File: config.mk
export PLATFORM = sky130hd
export DESIGN_NAME = rf_multiport
export DESIGN_NICKNAME = d
export VERILOG_FILES = /design/src/rtl/rf_pkg.sv /design/src/rtl/rf_read_port.sv /design/src/rtl/rf_multiport.sv
export SDC_FILE = /design/constraint.sdc
export NUM_CORES = 1
export LEC_CHECK = 0
export ABC_AREA = 0
export BUFFER_PORTS_ARGS = -buffer_cell sky130_fd_sc_hd__buf_4
export CORE_MARGIN = 4
export CORE_UTILIZATION = 50
export CTS_CLUSTER_DIAMETER = 80
export DETAILED_ROUTE_END_ITERATION = 10
export MAX_ROUTING_LAYER = met4
export PLACE_DENSITY = 0.66
export SLEW_MARGIN = 20
export SYNTH_ARGS = -nofsm -noshare
export SYNTH_HDL_FRONTEND = slang
export SYNTH_SLANG_ARGS = --single-unit
File: constraint.sdc
create_clock -name clk -period 8.3 [get_ports clk]
set_clock_uncertainty 0.2 [all_clocks]
set_input_delay 1.66 -clock clk [delete_from_list [all_inputs] [get_ports clk]]
set_output_delay 1.66 -clock clk [all_outputs]
set_load 0.05 [all_outputs]
File: src/rtl/rf_pkg.sv
// Shared types and default sizing for the multiport register file.
package rf_pkg;

  typedef enum logic [0:0] {RF_INIT, RF_RUN} rf_state_e;

  localparam int unsigned RF_XLEN = 32;
  localparam int unsigned RF_NREG = 32;

endpackage

File: src/rtl/rf_read_port.sv
// One combinational read port: x0 masking, masking while clearing, and the
// optional same-cycle write bypass (compiled in by RF_BYPASS_EN).
module rf_read_port
  import rf_pkg::*;
#(
  parameter int unsigned XLEN = RF_XLEN,
  parameter int unsigned AW   = 5
) (
  input  logic            ready,
  input  logic [XLEN-1:0] stored,
  input  logic [AW-1:0]   raddr,
  input  logic            we,
  input  logic [AW-1:0]   waddr,
  input  logic [XLEN-1:0] wdata,
  output logic [XLEN-1:0] rdata
);

`ifdef RF_BYPASS_EN
  // raddr != 0 is already required, so waddr != 0 follows from the match.
  logic hit;
  assign hit = we && (waddr == raddr);
`else
  logic hit;
  logic unused_bypass;
  assign hit           = 1'b0;
  assign unused_bypass = ^{we, waddr, wdata};
`endif

  always_comb begin
    rdata = stored;
    if (!ready || (raddr == '0)) begin
      rdata = '0;
    end else if (hit) begin
`ifdef RF_BYPASS_EN
      rdata = wdata;
`endif
    end
  end

endmodule

File: src/rtl/rf_multiport.sv
// Multiport register file with NRD combinational reads, one clocked write and a
// post-reset hardware clear. Optional write-to-read bypass via RF_BYPASS_EN.
module rf_multiport
  import rf_pkg::*;
#(
  parameter  int unsigned XLEN = RF_XLEN,
  parameter  int unsigned NREG = RF_NREG,
  parameter  int unsigned NRD  = 2,
  localparam int unsigned AW   = $clog2(NREG)
) (
  input  logic                     clk,
  input  logic                     rst_n,
  input  logic                     we,
  input  logic [AW-1:0]            waddr,
  input  logic [XLEN-1:0]          wdata,
  input  logic [NRD-1:0][AW-1:0]   raddr,
  output logic [NRD-1:0][XLEN-1:0] rdata,
  output logic                     ready
);

  rf_state_e       state_q, state_d;
  logic [AW-1:0]   clr_idx_q, clr_idx_d;
  logic            ready_q;

  logic            mem_we;
  logic [AW-1:0]   mem_addr;
  logic [XLEN-1:0] mem_wdata;

  // Entry 0 is never written; its read is masked in every port.
  logic [XLEN-1:0] rf_q [NREG];

  always_comb begin
    state_d   = state_q;
    clr_idx_d = clr_idx_q;
    mem_we    = 1'b0;
    mem_addr  = waddr;
    mem_wdata = wdata;
    unique case (state_q)
      RF_INIT: begin
        mem_we    = 1'b1;
        mem_addr  = clr_idx_q;
        mem_wdata = '0;
        clr_idx_d = clr_idx_q + 1'b1;
        if (clr_idx_q == AW'(NREG - 1)) begin
          state_d = RF_RUN;
        end
      end
      RF_RUN: begin
        mem_we = we && (waddr != '0);
      end
    endcase
  end

  always_ff @(posedge clk or negedge rst_n) begin
    if (!rst_n) begin
      state_q   <= RF_INIT;
      clr_idx_q <= AW'(1);
      ready_q   <= 1'b0;
    end else begin
      state_q   <= state_d;
      clr_idx_q <= clr_idx_d;
      ready_q   <= (state_d == RF_RUN);
    end
  end

  always_ff @(posedge clk) begin
    if (mem_we) begin
      rf_q[mem_addr] <= mem_wdata;
    end
  end

  assign ready = ready_q;

  for (genvar i = 0; i < NRD; i++) begin : g_rd
    rf_read_port #(
      .XLEN(XLEN),
      .AW  (AW)
    ) u_port (
      .ready (ready_q),
      .stored(rf_q[raddr[i]]),
      .raddr (raddr[i]),
      .we    (we),
      .waddr (waddr),
      .wdata (wdata),
      .rdata (rdata[i])
    );
  end

endmodule

==> metrics.txt <==
Crit path arrival time=5000 ps; Mapped Cells=2573; DR pass1 iterations=5; Max H-tree Level=3; number of synthesized flops with an enable pin=1024; cell taking the most area after synthesis=edfxtp_1; Avg Cell Area, Syn=18.8 um2; Synth area leaders=edfxtp_1 64%, mux4_2 18%, mux2i_1 7.5%, o221ai_1 1.6%, mux2_2 1.1%; Synthesis Warnings=0; worst min path class=flop to flop; Critical Path End=rdata[35]; Synth Flop Type=edfxtp_1; Crit. End Element=primary output; initial antenna violation count=6; vias in the first global route=29100; height of the die=319 um; Final nets=2717; Congestion Overflow GR=0; Total Routed Length=149000 um; Num CTS Buffers=106; net count after synthesis=2625; CTS max path bufs=3; Initial DRC Count=3706; All-Layer GR Usage=0.298; Final Wtd Congestion=0.850; Clock Root Buffer=clkbuf_16; total power=11.6 mW; Layout Cells excl Fill=4021; Worst Setup Start Kind=input port; CTS sink cnt=1030; outcome=finished, final reports clean; Vias/cell=7.09; CP startpoint=raddr[7]; first-pass GRT wire length=212000 um; Worst R2R Path Depth=4; fraction of layout cells with a size suffix above 1=0.320; peak supply drop=0.192 mV; fmax=0.146 GHz; CP max FO=65; post-synthesis sequential area ratio=0.639; Final TNS setup=0 ps; Max-Slew Margin vs Limit=0.121; Worst-Skew Late Latency=680 ps; flops & latches, synth=1030; per-cell routed wire length=37.0 um; worst-margin pin slew=1310 ps; Synth Cell Area=48400 um2; largest net degree at the start of global routing=99; Setup Buffers After CTS=0; post-DP HPWL=85000 um; crit path setup slack, layout=1440 ps; minimum clock period=6860 ps; Die Area=102000 um2; clock transition at the registers of the reported paths=60 ps; Post-DP Area=50800 um2; I/O Pins=115; cts hold-fix bufs=0; hold_ws=328 ps; Finished Cell Area=54200 um2; Initial Utilization=0.507; top cells by count, synth=1024 x edfxtp_1, 376 x mux4_2, 361 x mux2i_1; final hold vios=0; RSZ-0062 raised after global routing=no; die extent in x=319 um; asr flop ratio synth=0.00583; core footprint=95400 um2; cell count after placement=3821; reg2reg setup slack=4500 ps; post-layout util=0.568; Critical Path RT=6440 ps; CTS tree=built; Routed Antenna Nets=0; Tcrit/Tclk final=0.826; row count=113; Yosys cell types=50; Slew Limit Fails=0; final setup vio count=0; count leader, synth=edfxtp_1; area share of the leading cell type in the synthesized netlist=0.636; PD cells=213 nW/um2; Max Cap Viol=0; leakage=17.8 nW; IO Port Bufs=114; Post-Place Setup Slack=1580 ps; area grow syn2layout=12.1%; Post-CTS Resized=0; WS Path Type=input port to primary output; Reg-to-Reg End=rf_q[27][6]; total number of vias=28500; reg-to-reg critical path startpoint=ready; DRC viols=0
cell type report:
class,count,area [um2]
fill,7164,41200
sequential,1030,30900
multi-input combinational,1333,16800
clock buffer,124,2750
tap,1265,1580
timing repair buffer,191,1530
clock inverter,72,638
inverter,3,11.3
antenna,3,7.51
worst max-delay path, cell delays in order:
cell,delay [ps]
clkbuf_8,530
buf_4,620
mux4_2,310
a2bb2oi_1,160
nand3_1,130
a211oi_1,1110
buf_4,370
where the power goes:
part	total, mW	switching [mW]	internal (mW)
clock	4.68	2.00	2.68
sequential	5.74	0.00295	5.74
combinational	1.13	0.737	0.395
total	11.6	2.74	8.81
worst min path at each step:
stage,from,to,slack (ps),cells after the start
2_1_floorplan,clr_idx_q[0],clr_idx_q[0],300,1
3_5_place_dp,clr_idx_q[0],clr_idx_q[0],320,1
4_1_cts,clr_idx_q[0],clr_idx_q[0],330,1
5_1_grt,clr_idx_q[0],clr_idx_q[0],340,1
3_3_place_gp,clr_idx_q[0],clr_idx_q[0],310,1
6_report,clr_idx_q[0],clr_idx_q[0],330,1
layer usage:
layer | vias up | routed length [um] | global-route usage
li1 | 11200 | - | -
met1 | 15100 | 58300 | 0.414
met2 | 1881 | 69200 | 0.444
met3 | 330 | 15500 | 0.0627
met4 | 0 | 5700 | 0.103
met5 | - | 0 | -
cells by family after synthesis:
group,Yosys count,synth area share
AO/OA/AOI/OAI,285,0.0505
XOR/XNOR,3,0.000544
adder cells (fa/ha/maj),2,0.000517
buffers and inverters,210,0.0209
flip-flops,1030,0.639
multiplexers,792,0.263
AND/OR/NAND/NOR,251,0.0251
cell usage in the layout, fill, tap and decap left out, types with 3 or more instances in the layout:
cell type | Yosys | final
bufinv_16 | 0 | 10
nor3_1 | 3 | 3
a21oi_1 | 54 | 52
clkbuf_16 | 0 | 107
nor2_1 | 41 | 6
edfxtp_1 | 1024 | 1024
a2bb2oi_1 | 32 | 32
clkinv_1 | 0 | 20
a211oi_2 | 15 | 16
a22oi_1 | 20 | 20
diode_2 | 0 | 3
mux4_2 | 376 | 376
a221oi_1 | 8 | 8
nand4_1 | 10 | 10
dfrtp_1 | 5 | 4
buf_12 | 0 | 4
nand3b_1 | 3 | 3
buf_8 | 0 | 5
mux2_2 | 46 | 46
mux2_4 | 9 | 9
nand2_1 | 85 | 85
mux2i_1 | 361 | 361
nand3_1 | 54 | 53
inv_6 | 0 | 5
nor2b_1 | 6 | 3
clkinvlp_4 | 0 | 6
buf_4 | 14 | 180
o22a_1 | 22 | 22
and2_1 | 35 | 26
and2_2 | 0 | 9
nor2_4 | 0 | 33
a211oi_1 | 17 | 16
a221oi_2 | 24 | 24
clkinv_2 | 0 | 29
o221ai_1 | 86 | 86
clkbuf_1 | 74 | 16
flip-flops by register name, indices dropped and copies added, names as in the netlist:
signal / count
clr_idx_q: 5
ready: 1
rf_q: 1024
No activity file was read; power rests on OpenSTA's default activity.
